--- src/rtl/fsrc_input_feeder_if.sv ---
// Producer-side valid/ready stream carrying sfix13_En9 samples into the feeder.
interface fsrc_input_feeder_if;
    logic [12:0] data;
    logic        valid;
    logic        ready;

    modport master (output data, output valid, input ready);
    modport slave  (input data, input valid, output ready);
endinterface

--- src/rtl/fsrc_input_feeder.sv ---
// Rate-pacing FIFO in front of the fractional SRC: absorbs a bursty producer and
// emits exactly one sample (or a zero filler) every RATIO enabled cycles.
module fsrc_input_feeder #(
    parameter int DEPTH   = 16,
    parameter int RATIO   = 13,
    parameter int PREFILL = 4
) (
    input  logic                     clk,
    input  logic                     reset,
    input  logic                     clk_enable,
    input  logic                     clear_flags,
    fsrc_input_feeder_if.slave       feed,
    output logic [12:0]              out_sample,
    output logic                     out_strobe,
    output logic                     underrun,
    output logic [$clog2(DEPTH):0]   level
);
    localparam int AW = $clog2(DEPTH);
    localparam int LW = AW + 1;
    localparam int PW = (RATIO > 1) ? $clog2(RATIO) : 1;
    localparam logic [LW-1:0] DEPTH_L   = LW'(DEPTH);
    localparam logic [LW-1:0] PREFILL_L = LW'(PREFILL);
    localparam logic [PW-1:0] PH_LAST   = PW'(RATIO - 1);

    typedef enum logic {PRIME, RUN} state_t;

    state_t          state, state_nxt;
    logic [PW-1:0]   phase;
    logic [AW-1:0]   wr_ptr, rd_ptr;
    logic [12:0]     mem [DEPTH];
    logic            push, pop_evt, rd_en, uflow;

    // No fall-through at full: a same-cycle pop does not open a slot.
    assign feed.ready = !reset && (level < DEPTH_L);
    assign push       = feed.valid && feed.ready && clk_enable;
    assign pop_evt    = clk_enable && (phase == PH_LAST);

    always_ff @(posedge clk) begin
        if (reset) state <= PRIME;
        else       state <= state_nxt;
    end

    always_comb begin
        state_nxt = state;
        rd_en     = 1'b0;
        uflow     = 1'b0;
        unique case (state)
            PRIME: if (clk_enable && level >= PREFILL_L) state_nxt = RUN;
            RUN: begin
                if (pop_evt) begin
                    if (level != '0) begin
                        rd_en = 1'b1;
                    end else begin
                        uflow     = 1'b1;
                        state_nxt = PRIME;
                    end
                end
            end
            default: state_nxt = PRIME;
        endcase
    end

    always_ff @(posedge clk) begin
        if (push) mem[wr_ptr] <= feed.data;
    end

    always_ff @(posedge clk) begin
        if (reset) begin
            phase      <= '0;
            wr_ptr     <= '0;
            rd_ptr     <= '0;
            level      <= '0;
            out_sample <= '0;
            out_strobe <= 1'b0;
            underrun   <= 1'b0;
        end else if (clk_enable) begin
            phase      <= pop_evt ? '0 : phase + PW'(1);
            out_strobe <= pop_evt;
            // Filler zero on every pop that does not read the FIFO (PRIME or empty).
            if (pop_evt) out_sample <= rd_en ? mem[rd_ptr] : 13'd0;
            if (push)    wr_ptr <= wr_ptr + AW'(1);
            if (rd_en)   rd_ptr <= rd_ptr + AW'(1);
            unique case ({push, rd_en})
                2'b10:   level <= level + LW'(1);
                2'b01:   level <= level - LW'(1);
                default: level <= level;
            endcase
            underrun <= uflow | (underrun & ~clear_flags);
        end else begin
            out_strobe <= 1'b0;
        end
    end
endmodule

--- src/flat_wrapper.sv ---
// flat-port wrapper written by rule: the top's interface ports become plain ports
module fsrc_input_feeder_flat 
#(
    parameter int DEPTH   = 16,
    parameter int RATIO   = 13,
    parameter int PREFILL = 4
)
  (clk, reset, clk_enable, clear_flags, out_sample, out_strobe, underrun, level, feed_data, feed_valid, feed_ready);
  fsrc_input_feeder_if feed_i ();
  input  logic clk;
  input  logic reset;
  input  logic clk_enable;
  input  logic clear_flags;
  output logic [12:0] out_sample;
  output logic out_strobe;
  output logic underrun;
  output logic [$clog2(DEPTH):0] level;
  input wire logic [$bits(feed_i.data)-1:0] feed_data;
  input wire logic [$bits(feed_i.valid)-1:0] feed_valid;
  output wire logic [$bits(feed_i.ready)-1:0] feed_ready;
  assign feed_i.data = feed_data;
  assign feed_i.valid = feed_valid;
  assign feed_ready = feed_i.ready;
  fsrc_input_feeder #(.DEPTH(DEPTH), .RATIO(RATIO), .PREFILL(PREFILL)) u_core (.clk(clk), .reset(reset), .clk_enable(clk_enable), .clear_flags(clear_flags), .feed(feed_i), .out_sample(out_sample), .out_strobe(out_strobe), .underrun(underrun), .level(level));
endmodule
--- config.mk ---
export PLATFORM = sky130hd
export DESIGN_NAME = fsrc_input_feeder_flat
export DESIGN_NICKNAME = d
export VERILOG_FILES = /design/src/rtl/fsrc_input_feeder_if.sv /design/src/rtl/fsrc_input_feeder.sv /design/src/flat_wrapper.sv
export SDC_FILE = /design/constraint.sdc
export NUM_CORES = 1
export LEC_CHECK = 0
export ABC_CLOCK_PERIOD_IN_PS = 4100
export CORE_MARGIN = 2
export CORE_UTILIZATION = 35
export DETAILED_ROUTE_END_ITERATION = 10
export SLEW_MARGIN = 10
export SYNTH_ARGS = -nofsm -noshare
export SYNTH_HDL_FRONTEND = slang
export SYNTH_SLANG_ARGS = --single-unit
--- constraint.sdc ---
create_clock -name clk -period 4.1 [get_ports clk]
set_clock_uncertainty 0.15 [all_clocks]
set_input_delay 0.82 -clock clk [delete_from_list [all_inputs] [get_ports clk]]
set_output_delay 0.82 -clock clk [all_outputs]
set_load 0.005 [all_outputs]
== Word level (Yosys, flattened, before mapping) ==
Memories as Yosys holds them, arrays and structs flattened. A register that Yosys moved wholly into a read port is not among the register bits.
Index checks and enable logic that the tools add are counted.
Widths: inputs -> output; s select.
Cells by class
  equality and inequality tests: 3
  multiplexer cells: 16
  reduce and logical (&&, ||, !) cells: 13
  bitwise operators: 5
  order comparisons: 2
  add/subtract/negate cells: 5
Operators with widths (number)
  $mux 13: 1
  $add 4x1->4 const B: 3
  $mux 4: 3
  $mux 1: 10
  $pmux 5 s2: 1
  $reduce_and 2->1: 4
  $add 5x1->5 const B: 1
  $ge 5x3->1 const B: 1
  $logic_and 1x1->1: 5
  $lt 5x5->1 const B: 1
  $reduce_bool 5->1: 1
  $sub 5x1->5 const B: 1
  $eq 4x4->1 const B: 1
  $not 1->1: 3
  $eq 2x1->1 const B: 1
  $eq 2x2->1 const B: 1
  $pmux 1 s2: 1
  $reduce_bool 2->1: 1
  $reduce_or 2->1: 1
  $and 1x1->1: 1
  $logic_not 1->1: 1
  $or 1x1->1: 1
Word-level totals
  register bits after elaboration: 33
  RAM bits: 208
  input port bits: 18
  word-level logic and storage cells: 53
  output and inout bits: 21
  memories: 1
Memories
  u_core.mem: words 16, width 13, read ports 1, clocked after Yosys merged registers in 1, write ports 1, RTL line fsrc_input_feeder.sv:30  | logic [12:0] mem [DEPTH];

== Longest topological paths before layout ==
Gate-level depths: netlist of run 1.
  word-level depth: 7
  depth in mapped cells: 14
  mapped depth without buffers: 12

== Least setup slack after synthesis of run 1 ==
No wires, ideal clock.
  path kind: input to register
  start point: in reset
  end point: reg u_core.level[4]
  data arrival time: 3.033 ns
  stages on the path: 12
  library setup time: 0.127 ns
  buffers on the path: 3
  data required time: 3.823 ns
  slack: 0.790 ns
  cells stage by stage: clkbuf_1 > nor4bb_1 > clkbuf_1 > inv_1 > ha_1 > clkbuf_1 > xor2_1 > ha_1 > o21ai_0 > a21oi_1 > o2111a_1 > or3_1
On the way
  cells in the longest elaborated chain, start to end: 7
  elaborated cells on any way between the ends: 9
  those cells by class: 2 x eq/ne; 1 x mux; 6 x reduce/logical
RTL lines
  from (decl): RTL line flat_wrapper.sv:11  | input logic reset;
  $logic_not 1->1: RTL line fsrc_input_feeder.sv:34  | assign feed.ready = !reset && (level < DEPTH_L);
  $logic_and 1x1->1: RTL line fsrc_input_feeder.sv:34
  $logic_and 1x1->1 (2 in series): RTL line fsrc_input_feeder.sv:35  | assign push = feed.valid && feed.ready && clk_enable;
  $eq 2x2->1 or $eq 2x1->1 (tied branches): RTL line fsrc_input_feeder.sv:83  | unique case ({push, rd_en})
  $reduce_bool 2->1 (no line)
  $reduce_and 2->1 (no line)
  to (signal assigned): RTL line fsrc_input_feeder.sv:84  | 2'b10: level <= level + LW'(1);
  to (signal assigned): RTL line fsrc_input_feeder.sv:85  | 2'b01: level <= level - LW'(1);
  to (signal assigned): RTL line fsrc_input_feeder.sv:86  | default: level <= level;
  to (decl): RTL line fsrc_input_feeder.sv:16  | output logic [$clog2(DEPTH):0] level
Several ways; a longest one is shown, not always the timed one.
A chain may end at the register's enable or synchronous reset.

== Worst setup path in the final report of run 1 ==
  start point: in clk_enable
  end point: reg u_core.level[4]
On the way
  cells in the longest elaborated chain, start to end: 6
  elaborated cells on any way between the ends: 9
  those cells by class: 2 x eq/ne; 3 x mux; 4 x reduce/logical
RTL lines
  from (decl): RTL line flat_wrapper.sv:12  | input logic clk_enable;
  $logic_and 1x1->1: RTL line fsrc_input_feeder.sv:36  | assign pop_evt = clk_enable && (phase == PH_LAST);
  $mux 1: RTL line fsrc_input_feeder.sv:50  | if (pop_evt) begin
  $mux 1: RTL line fsrc_input_feeder.sv:47  | unique case (state)
  $eq 2x2->1 or $eq 2x1->1 (tied branches): RTL line fsrc_input_feeder.sv:83
  $reduce_bool 2->1 (no line)
  $reduce_and 2->1 (no line)
Several ways; a longest one is shown, not always the timed one.

==> key figures, run 1 <==
Timing
  – Max-slew headroom: 47.5%
  – Slew Viols, Final: 0
  – Setup_tns: 0 ns
  – Min Hold Slack: 0.322 ns
  – Slew @ Worst Pin: 0.788 ns
  – Fin crit share: 79.3%
  – # setup viols final: 0
  – Hold Fails Final Rpt: 0
  – Tmin final: 3.25 ns
  – Worst setup margin: 0.850 ns
  – Fmax: 308 MHz
  – RSZ-0062 raised after global routing: false

Detailed routing
  – Initial DRC Count: 450
  – # DRC: 0
  – Routed Antenna Nets: 0
  – Routed wire per std cell: 21.2 um
  – TritonRoute pass-1 iters: 5
  – WL final: 20.0 mm
  – DR vias/cell: 5.22
  – DR vias: 4928

Setup path
  – Worst path buffer plus inverter count: 2
  – Worst reg2reg endpoint: u_core.level[4]
  – Worst reg2reg startpoint: u_core.level[2]
  – CP peak stage delay: 0.47 ns
  – Worst Reg-to-Reg Cells: 10
  – Critical path's slowest cell: clkdlybuf4s50_1
  – Reg2reg setup slack: 0.86 ns
  – Crit path max fanout: 9
  – Cell breakdown of the critical path: clkdlybuf4s50_1 > and4_1 > o311ai_4 > inv_1 > ha_1 > ha_1 > nor3b_1 > a21oi_1 > o2111a_1 > or3_1
  – Crit path required time: 4.35 ns
  – Worst Setup End Kind: register
  – Startpoint Class: primary input
  – CP Data Arrival Time: 3.50 ns
  – CP top delay family: simple AND/OR/NAND/NOR gates
  – CP Class: primary input to register
  – Cell mode on critical path: ha_1

Place
  – Placed cell count: 896
  – PortBufs: 38
  – Placed wire-length estimate: 12.6 mm
  – DP Area: 10500 sq um
  – Place WS: 0.327 ns
  – Final GP Congestion: 0.763

Global routing
  – First-pass GRT wire length: 30.7 mm
  – Largest net degree at the start of global routing: 28
  – Initial antenna violation count: 0
  – GRT Util Overall: 14.2%
  – Number of global-route vias before repair: 5091
  – Overflow after GRT: 0

Pwr
  – Pint: 4360 uW
  – Clock share of power: 48.0%
  – Sequential Power Share: 50.5%
  – Switching fraction of total power: 18.9%
  – Comb power frac: 1.6%
  – Pwr/cell area: 467 nW/um^2
  – Peak VDD IR: 230 uV
  – Sw power: 1020 uW
  – Leakage power: 0.00369 uW

Clock network
  – Root Buffer: clkbuf_16
  – Post-cts resize count: 0
  – Num CTS Buffers: 26
  – Cts hold-fix bufs: 0
  – Setup Fix Bufs, Post-CTS: 0
  – CTS tree: done
  – CTS Buffer Depth: 3
  – Worst-skew pair later-pin latency: 0.53 ns
  – CTS clk-pin slew, worst paths: 0.06 ns
  – H-tree level count: 1
  – TritonCTS Sinks: 245

Synth
  – Post-Syn Instances: 508
  – Top post-synthesis cells by area: edfxtp_1, mux4_2, dfxtp_1
  – Most common cell in the netlist: edfxtp_1
  – Ys flop type: edfxtp_1
  – Yosys reg bits: 245
  – Avg Cell Area, Syn: 18.8 sq um
  – Mapped cell area: 9560 sq um
  – Post-synth cell types: 41
  – Synth async-reset ratio: 0%
  – Post-synth EDFFs: 208
  – Top cells by count, synth: edfxtp_1, mux4_2, dfxtp_1
  – Post-Syn Nets: 537
  – Area leader, netlist: edfxtp_1
  – Ys Warns: 0
  – Register area share after synthesis: 73.1%
  – Synth top area share: 65.4%

Cells and area
  – Fillers: 2334
  – Layout cell share with drive strength beyond 1: 24.5%
  – Layout area overhead: 20.4%
  – Final nets: 612
  – Storage cell area: 6990 sq um
  – Final std cells w/o fill: 944
  – Area of the multi-input gates: 2410 sq um
  – # diodes: 0
  – Fin area: 11500 sq um

Floorplan
  – Die span in y: 169 um
  – Die W: 169 um
  – Die ar.: 28600 sq um
  – Initial core utilization: 35.6%
  – # rows: 60
  – Placeable core region: 26900 sq um
  – Ports: 39

Min path
  – Hold Crit Start: u_core.out_sample[12]
  – Hold Crit Endpoint: u_core.out_sample[12]
  – Hold Path Stages: 2
  – Hold Path Class: register to register

Status
  – Outcome: finished, final reports clean

Job
  – Max-cap violation count: 0
==> flip-flops by register name, indices dropped and copies added, names as in the netlist, named ones only <==
| name | flops |
|---|---|
| u_core.level | 5 |
| u_core.out_sample | 13 |
| u_core.out_strobe | 1 |
| u_core.rd_ptr | 4 |
| u_core.phase | 4 |
| u_core.wr_ptr | 4 |
| u_core.underrun | 1 |
| u_core.mem | 208 |
| u_core.state | 1 |
==> logic make-up (layout without fill, tap and decap cells) <==
logic type                 after synthesis  after routing  share of synthesized area [%]
DFF                                    245            245                           73.1
and+or+nand+nor                         85             85                           4.33
muxes                                   82             82                           15.2
AOI/OAI and AO/OA                       38             38                           3.12
buffers and inverters                   37            132                           1.89
adders and majority gates               11             11                           1.44
xor gates and xnor gates                10             10                          0.917
==> power by group through the flow <==
| stage | sequential, uW | combinational [uW] | clock [uW] |
|---|---|---|---|
| 6_report | 2710 | 83.9 | 2580 |
| 5_1_grt | 2710 | 93.2 | 2730 |
| 4_1_cts | 2710 | 86.3 | 2630 |
| 3_5_place_dp | 2770 | 85.8 | 0 |
| 3_3_place_gp | 2760 | 81.4 | 0 |
| 2_1_floorplan | 2760 | 27.5 | 0 |
==> through the flow <==
stage                     util, %  total power [uW]
after detailed placement     39.2              2850
after global placement       39.2              2850
after global routing         42.8              5530
after CTS                    42.8              5430
final                        42.8              5380
after floorplan                 -              2790
==> worst min-delay path: stages, from the launching register on <==
cell and delay (ns):
dfxtp_1 0.32, nand2_1 0.06, o221ai_1 0.06
==> worst max path at each step <==
stage / from / depth (start not counted) / endpoint
global placement: clk_enable / 11 / u_core.level[4]
detailed placement: clk_enable / 10 / u_core.level[4]
finish: clk_enable / 10 / u_core.level[4]
floorplan: reset / 12 / u_core.level[4]
global route: clk_enable / 10 / u_core.level[4]
CTS: u_core.level[2] / 10 / u_core.level[4]
==> per-layer routing <==
layer	track usage [%]	share of wire [%]	up-vias
met2	24.6	51	109
li1	-	-	2189
met5	0	0	-
met3	1.80	3.7	33
met1	18.5	43	2597
met4	4.98	2.4	0
==> cell usage in the layout (no fill, tap or decap), types with 2 or more instances in the layout <==
cell type,n
dfxtp_2,3
nor2_1,28
nand2_1,22
bufinv_16,6
o21ai_0,7
clkdlybuf4s50_1,38
nor3b_1,4
o221ai_1,11
dfxtp_1,34
inv_8,2
clkbuf_8,4
nand3_1,5
mux2_2,5
clkinv_1,3
nand2b_1,4
mux2i_1,27
inv_1,8
a21oi_1,7
nor3_1,4
edfxtp_1,208
buf_4,37
ha_1,11
mux4_2,50
clkbuf_16,26
or3_1,6
clkinv_2,3
xor2_1,9
nor3_2,4
nand4_1,3
o22ai_1,3
==> layout make-up <==
cell class              count  share of cell area (%)
flip-flops and latches    245                    60.8
multi-input cells         226                    20.9
inverters                   8                   0.261
repair buffers             76                    5.89
clock inverters            17                    2.27
well taps                 341                    3.71
clock buffers              31                    6.17
Note: power is estimated with default switching activity, not from simulation.
==> run 2, diff against run 1 <==
--- a/config.mk
+++ b/config.mk
@@ -5,7 +5,7 @@
 export SDC_FILE = /design/constraint.sdc
 export NUM_CORES = 1
 export LEC_CHECK = 0
-export ABC_CLOCK_PERIOD_IN_PS = 4100
+export ABC_CLOCK_PERIOD_IN_PS = 2800
 export CORE_MARGIN = 2
 export CORE_UTILIZATION = 35
 export DETAILED_ROUTE_END_ITERATION = 10
==> constraint.sdc (replaced) <==
create_clock -name clk -period 2.8 [get_ports clk]
set_clock_uncertainty 0.15 [all_clocks]
set_input_delay 0.56 -clock clk [delete_from_list [all_inputs] [get_ports clk]]
set_output_delay 0.56 -clock clk [all_outputs]
set_load 0.005 [all_outputs]
==> run 2 against run 1 <==
  * Critical endpoint unchanged
  * Largest power group unchanged
  * Power up 39%
  * Combinational power up 56%
  * Worst hold slack gained 0.0017 ns
  * Largest cell class unchanged
  * Sequential cell count unchanged
  * Sequential share of layout area is 0.44 points lower
==> key figures, run 2 (same netlist as run 1, synthesis figures left out) <==
Clock network
  – CTS clk-pin slew, worst paths: 0.06 ns (about the same)
  – Cts hold-fix bufs: 0 (unchanged)
  – Post-cts resize count: 0 (unchanged)
  – TritonCTS Sinks: 245 (unchanged)
  – Worst-skew pair later-pin latency: 0.52 ns (was 0.53 ns)
  – Setup Fix Bufs, Post-CTS: 0 (unchanged)
  – CTS Buffer Depth: 3 (unchanged)
  – Root Buffer: clkbuf_16 (unchanged)
  – H-tree level count: 1 (unchanged)
  – CTS tree: done (unchanged)
  – Num CTS Buffers: 26 (unchanged)

Cells and area
  – Biggest regs: u_core.mem x208, u_core.out_sample x13, u_core.level x5 (unchanged)
  – Area of the multi-input gates: 2440 sq um (was 2410 sq um)
  – Most common cell after layout, fill and taps aside: edfxtp_1 (unchanged)
  – # diodes: 0 (unchanged)
  – Layout area overhead: 21.3% (was 20.4%)
  – Max reg flops: 208 (unchanged)
  – Layout cell share with drive strength beyond 1: 26.6% (was 24.5%)
  – Post-route core utilization: 43.1% (was 42.8%)
  – Final nets: 627 (was 612)
  – Fin area: 11600 sq um (was 11500 sq um)
  – Fillers: 2320 (was 2334)
  – Storage cell area: 6990 sq um (about the same)
  – Largest register by flop count: u_core.mem (unchanged)
  – Most frequent cells in the layout: edfxtp_1, mux4_2, buf_4 (was edfxtp_1, mux4_2, clkdlybuf4s50_1)

Detailed routing
  – WL final: 19.9 mm (was 20.0 mm)
  – # DRC: 0 (unchanged)
  – DR vias/cell: 5.16 (was 5.22)
  – Routed Antenna Nets: 0 (unchanged)
  – TritonRoute pass-1 iters: 4 (was 5)
  – Routed wire per std cell: 20.8 um (was 21.2 um)
  – Initial DRC Count: 363 (was 450)
  – DR vias: 4943 (was 4928)

Floorplan
  – Die W: 169 um (unchanged)
  – Initial core utilization: 35.6% (unchanged)
  – # rows: 60 (unchanged)
  – Placeable core region: 26900 sq um (unchanged)
  – Die span in y: 169 um (unchanged)
  – Ports: 39 (unchanged)
  – Die ar.: 28600 sq um (unchanged)

Setup path
  – Worst reg2reg endpoint: u_core.level[4] (unchanged)
  – CP Data Arrival Time: 3.04 ns (was 3.50 ns)
  – Startpoint Class: register (was primary input)
  – Crit path max fanout: 7 (was 9)
  – Worst reg2reg startpoint: u_core.level[3] (was u_core.level[2])
  – CP Class: register to register (was primary input to register)
  – Worst Reg-to-Reg Cells: 9 (was 10)
  – Crit path from: u_core.level[3] (was clk_enable)
  – Reg2reg setup slack: 0.07 ns (was 0.86 ns)
  – Crit path required time: 3.11 ns (was 4.35 ns)
  – Worst Setup End Kind: register (unchanged)
  – Worst setup path end: u_core.level[4] (unchanged)

Timing
  – Max-slew headroom: 34.7% (was 47.5%)
  – Slew Viols, Final: 0 (unchanged)
  – # setup viols final: 0 (unchanged)
  – Fmax: 367 MHz
  – Hold Fails Final Rpt: 0 (unchanged)
  – Slew @ Worst Pin: 0.976 ns (was 0.788 ns)
  – Tmin final: 2.73 ns
  – Fin crit share: 97.4%
  – Worst setup margin: 0.0737 ns (was 0.850 ns)

Job
  – Max-cap violation count: 0 (unchanged)

Global routing
  – Initial antenna violation count: 0 (unchanged)
  – Number of global-route vias before repair: 5207 (was 5091)
  – GRT Util Overall: 14.2% (about the same)
  – Largest net degree at the start of global routing: 41 (was 28)
  – Overflow after GRT: 0 (unchanged)
  – First-pass GRT wire length: 30.7 mm (about the same)

Place
  – PortBufs: 38 (unchanged)
  – Placed wire-length estimate: 12.8 mm (was 12.6 mm)
  – DP Area: 10700 sq um (was 10500 sq um)
  – Place WS: -0.361 ns (was 0.327 ns)
  – Final GP Congestion: 0.759 (was 0.763)

Pwr
  – Pint: 6090 uW (was 4360 uW)
  – Switching fraction of total power: 18.7% (was 18.9%)
  – Peak VDD IR: 436 uV (was 230 uV)
  – Leakage power: 0.00373 uW (was 0.00369 uW)
  – Sw power: 1400 uW (was 1020 uW)
  – Sequential Power Share: 53.0% (was 50.5%)
  – Clock share of power: 45.2% (was 48.0%)
  – Comb power frac: 1.7% (was 1.6%)
  – Pwr/cell area: 646 nW/um^2 (was 467 nW/um^2)

Status
  – Outcome: finished, final reports clean (unchanged)

Min path
  – Hold Path Class: register to register (unchanged)
-- run 2: power groups by stage --
stage / registers (uW) / clock network [uW] / logic (uW)
5_1_grt: 3970 / 3610 / 143
4_1_cts: 3970 / 3460 / 132
2_1_floorplan: 4050 / 0 / 41.0
6_report: 3970 / 3390 / 131
3_5_place_dp: 4050 / 0 / 131
3_3_place_gp: 4050 / 0 / 125
-- run 2: final cells by class --
cell class,instances,share of cell area [%]
timing repair buffer,91,7.25
multi-input combinational,226,21.1
clock buffer,39,6.65
clock inverter,8,0.777
inverter,8,0.259
sequential,245,60.3
tap,341,3.68
-- run 2: metal layers --
| layer | wire length [um] | part of all wire [%] | track usage (%) |
|---|---|---|---|
| met5 | 0 | 0 | 0 |
| met1 | 8400 | 42 | 17.6 |
| met4 | 548 | 2.8 | 4.46 |
| met3 | 545 | 2.7 | 2.03 |
| met2 | 10400 | 52 | 25.6 |
-- run 2: metrics by stage --
stage	setup TNS, ns	hold WS (ns)	std cells	total power [uW]
2_1_floorplan	-0.136	0.307	508	4090
3_3_place_gp	-0.438	0.299	911	4170
3_5_place_dp	-0.864	0.310	911	4180
4_1_cts	0	0.326	958	7560
5_1_grt	-0.00416	0.355	958	7720
6_report	0	0.324	958	7490
-- run 2: worst min-delay path by stage --
| stage | cells after the start | to | from |
|---|---|---|---|
| floorplan | 2 | u_core.out_sample[0] | u_core.out_sample[0] |
| global placement | 2 | u_core.out_sample[7] | u_core.out_sample[7] |
| detailed placement | 2 | u_core.out_sample[3] | u_core.out_sample[3] |
| CTS | 2 | u_core.out_sample[3] | u_core.out_sample[3] |
| global route | 2 | u_core.out_sample[5] | u_core.out_sample[5] |
| finish | 2 | u_core.out_sample[1] | u_core.out_sample[1] |
-- run 2: critical path: stages, from the launching register on --
cell and delay, ns:
dfxtp_1 0.35, or3_4 0.44, o311ai_4 0.32, inv_2 0.08
buf_4 0.15, ha_1 0.27, nand2b_2 0.24, or3_1 0.37
o21ai_1 0.18, or3_1 0.13
==> run 3, diff against run 2 <==
--- a/config.mk
+++ b/config.mk
@@ -5,10 +5,11 @@
 export SDC_FILE = /design/constraint.sdc
 export NUM_CORES = 1
 export LEC_CHECK = 0
-export ABC_CLOCK_PERIOD_IN_PS = 2800
+export ABC_CLOCK_PERIOD_IN_PS = 3400
 export CORE_MARGIN = 2
 export CORE_UTILIZATION = 35
 export DETAILED_ROUTE_END_ITERATION = 10
+export DONT_BUFFER_PORTS = 1
 export SLEW_MARGIN = 10
 export SYNTH_ARGS = -nofsm -noshare
 export SYNTH_HDL_FRONTEND = slang
==> constraint.sdc (replaced) <==
create_clock -name clk -period 3.4 [get_ports clk]
set_clock_uncertainty 0.15 [all_clocks]
set_input_delay 0.68 -clock clk [delete_from_list [all_inputs] [get_ports clk]]
set_output_delay 0.68 -clock clk [all_outputs]
set_load 0.005 [all_outputs]
==> run 3 against run 2 <==
  * Clock power is 19% lower
  * Register-to-register slack better by 0.11 ns
  * Critical path depth is 1 higher
  * Largest cell class unchanged
  * Highest routed layer unchanged
  * Via count is 4.7% lower
  * Utilization is 2.2 points lower
  * Largest power group unchanged
==> key figures, run 3 (same netlist as run 1, synthesis figures left out) <==
Status
  – Outcome: finished, final reports clean (unchanged)

Clock network
  – CTS tree: done (unchanged)
  – Cts hold-fix bufs: 0 (unchanged)
  – CTS Buffer Depth: 3 (unchanged)
  – Num CTS Buffers: 26 (unchanged)
  – TritonCTS Sinks: 245 (unchanged)
  – H-tree level count: 1 (unchanged)
  – CTS clk-pin slew, worst paths: 0.06 ns (about the same)
  – Root Buffer: clkbuf_16 (unchanged)
  – Worst-skew pair later-pin latency: 0.53 ns (was 0.52 ns)

Cells and area
  – Fillers: 2359 (was 2320)
  – Biggest regs: u_core.mem x208, u_core.out_sample x13, u_core.level x5 (unchanged)
  – Layout area overhead: 15.0% (was 21.3%)
  – Max reg flops: 208 (unchanged)
  – Area of the multi-input gates: 2410 sq um (was 2440 sq um)
  – Storage cell area: 6990 sq um (about the same)
  – # diodes: 0 (unchanged)
  – Most frequent cells in the layout: edfxtp_1, mux4_2, dfxtp_1 (was edfxtp_1, mux4_2, buf_4)
  – Layout cell share with drive strength beyond 1: 24.1% (was 26.6%)
  – Final nets: 566 (was 627)
  – Largest register by flop count: u_core.mem (unchanged)
  – Most common cell after layout, fill and taps aside: edfxtp_1 (unchanged)

Detailed routing
  – Routed wire per std cell: 22.3 um (was 20.8 um)
  – WL final: 20.0 mm (was 19.9 mm)
  – TritonRoute pass-1 iters: 4 (unchanged)
  – DR vias: 4711 (was 4943)
  – DR vias/cell: 5.25 (was 5.16)
  – # DRC: 0 (unchanged)
  – Initial DRC Count: 400 (was 363)
  – Routed Antenna Nets: 0 (unchanged)

Pwr
  – Leakage power: 0.00346 uW (was 0.00373 uW)
  – Pint: 4940 uW (was 6090 uW)
  – Comb power frac: 0.7% (was 1.7%)
  – Sw power: 1140 uW (was 1400 uW)
  – Clock share of power: 45.5% (was 45.2%)
  – Switching fraction of total power: 18.8% (was 18.7%)
  – Peak VDD IR: 299 uV (was 436 uV)
  – Pwr/cell area: 553 nW/um^2 (was 646 nW/um^2)
  – Sequential Power Share: 53.8% (was 53.0%)

Setup path
  – Crit path from: u_core.level[2] (was u_core.level[3])
  – CP Class: register to register (unchanged)
  – CP peak stage delay: 0.46 ns (was 0.44 ns)
  – Crit path required time: 3.65 ns (was 3.11 ns)
  – Startpoint Class: register (unchanged)
  – Critical path's slowest cell: or3_4 (unchanged)
  – Crit path max fanout: 9 (was 7)
  – Cell mode on critical path: ha_1 (was or3_1)
  – Cell breakdown of the critical path: or3_4 > o311ai_4 > inv_1 > ha_1 > xor2_1 > ha_1 > o21ai_0 > a21oi_1 > o2111a_1 > or3_1 (was or3_4 > o311ai_4 > inv_2 > buf_4 > ha_1 > nand2b_2 > or3_1 > o21ai_1 > or3_1)
  – Worst reg2reg startpoint: u_core.level[2] (was u_core.level[3])
  – CP Data Arrival Time: 3.47 ns (was 3.04 ns)
  – Worst Setup End Kind: register (unchanged)

Floorplan
  – # rows: 60 (unchanged)
  – Die ar.: 28600 sq um (unchanged)
  – Placeable core region: 26900 sq um (unchanged)
  – Die span in y: 169 um (unchanged)
  – Ports: 39 (unchanged)
  – Initial core utilization: 35.6% (unchanged)
  – Die W: 169 um (unchanged)

Timing
  – Tmin final: 3.22 ns (was 2.73 ns)
  – Fin crit share: 94.6% (was 97.4%)
  – RSZ-0062 raised after global routing: false
  – Min Hold Slack: 0.0732 ns (was 0.324 ns)
  – Max-slew headroom: 46.5% (was 34.7%)
  – Worst setup margin: 0.182 ns (was 0.0737 ns)
  – Slew @ Worst Pin: 0.803 ns (was 0.976 ns)
  – Slew Viols, Final: 0 (unchanged)
  – Fmax: 311 MHz (was 367 MHz)
  – Setup_tns: 0 ns (unchanged)
  – # setup viols final: 0 (unchanged)
  – Hold Fails Final Rpt: 0 (unchanged)

Global routing
  – GRT Util Overall: 14.1% (was 14.2%)
  – Overflow after GRT: 0 (unchanged)
  – Largest net degree at the start of global routing: 30 (was 41)
  – First-pass GRT wire length: 30.4 mm (was 30.7 mm)
  – Initial antenna violation count: 0 (unchanged)
  – Number of global-route vias before repair: 5002 (was 5207)

Min path
  – Hold Path Class: primary input to register (was register to register)
  – Hold Crit Start: reset (was u_core.out_sample[1])

Place
  – Place WS: 0.137 ns (was -0.361 ns)
  – Final GP Congestion: 0.765 (was 0.759)
  – PortBufs: 0 (was 38)
  – Placed wire-length estimate: 12.3 mm (was 12.8 mm)

Job
  – Max-cap violation count: 0 (unchanged)
-- run 3: cell count changes in the layout (fill, tap and decap cells not counted), sizes merged --
| cell | previous run | this run |
|---|---|---|
| clkbuf | 39 | 37 |
| buf | 53 | 30 |
| clkinv | 5 | 7 |
| clkinvlp | 0 | 1 |
| clkdlybuf4s50 | 38 | 0 |
-- run 3: power by group through the flow --
| stage | Sequential [uW] | Clock (uW) | Combinational (uW) |
|---|---|---|---|
| finish | 3270 | 2760 | 41.5 |
| global route | 3270 | 2940 | 45.7 |
| CTS | 3270 | 2820 | 41.9 |
| detailed placement | 3340 | 0 | 41.6 |
| global placement | 3330 | 0 | 40.6 |
| floorplan | 3330 | 0 | 33.2 |
-- run 3: critical path, delay by kind of cell (launching register included) --
| family | cells | cell delay (ns) |
|---|---|---|
| AND/OR/NAND/NOR | 2 | 0.83 |
| AO/OA/AOI/OAI | 4 | 0.81 |
| adder cells (fa/ha/maj) | 2 | 0.58 |
| flip-flops | 1 | 0.41 |
| XOR/XNOR | 1 | 0.18 |
| buffers and inverters | 1 | 0.14 |
-- run 3: what timing repair did --
action / 4_1_cts / 5_1_grt
setup endpoints to repair: 0 / 1
setup buffers: 0 / 1
gates resized for setup: 0 / 1
-- run 3: cell type report --
type                    count  share of cell area (%)
clock buffers              37                    6.66
clock inverters            11                    1.12
inverters                   8                   0.273
multi-input cells         226                    22.0
flip-flops and latches    245                    63.6
well taps                 341                    3.88
repair buffers             30                    2.50
-- run 3: layer usage --
layer	routed length, um	vias to the layer above	GRT usage [%]
met5	0	-	0
met4	320	0	3.72
met3	1050	25	2.29
met2	10400	121	25.5
met1	8230	2463	17.7
li1	-	2102	-
-- run 3: path summary, 6_finish.rpt --
kind	to	slack, ns	depth (start not counted)
max reg2reg	u_core.level[4]	0.18	10
min reg2reg	u_core.rd_ptr[3]	0.34	2
max	u_core.level[4]	0.18	10
min	u_core.level[2]	0.07	1
-- run 3: metrics by stage --
step / total power (uW) / cell area, sq um / instances / utilization (%)
floorplan: 3370 / 9560 / 508 / -
global placement: 3370 / 10100 / 849 / 37.7
detailed placement: 3380 / 10100 / 849 / 37.7
CTS: 6130 / 11000 / 897 / 40.9
global route: 6260 / 11000 / 898 / 40.9
finish: 6080 / 11000 / 898 / 40.9
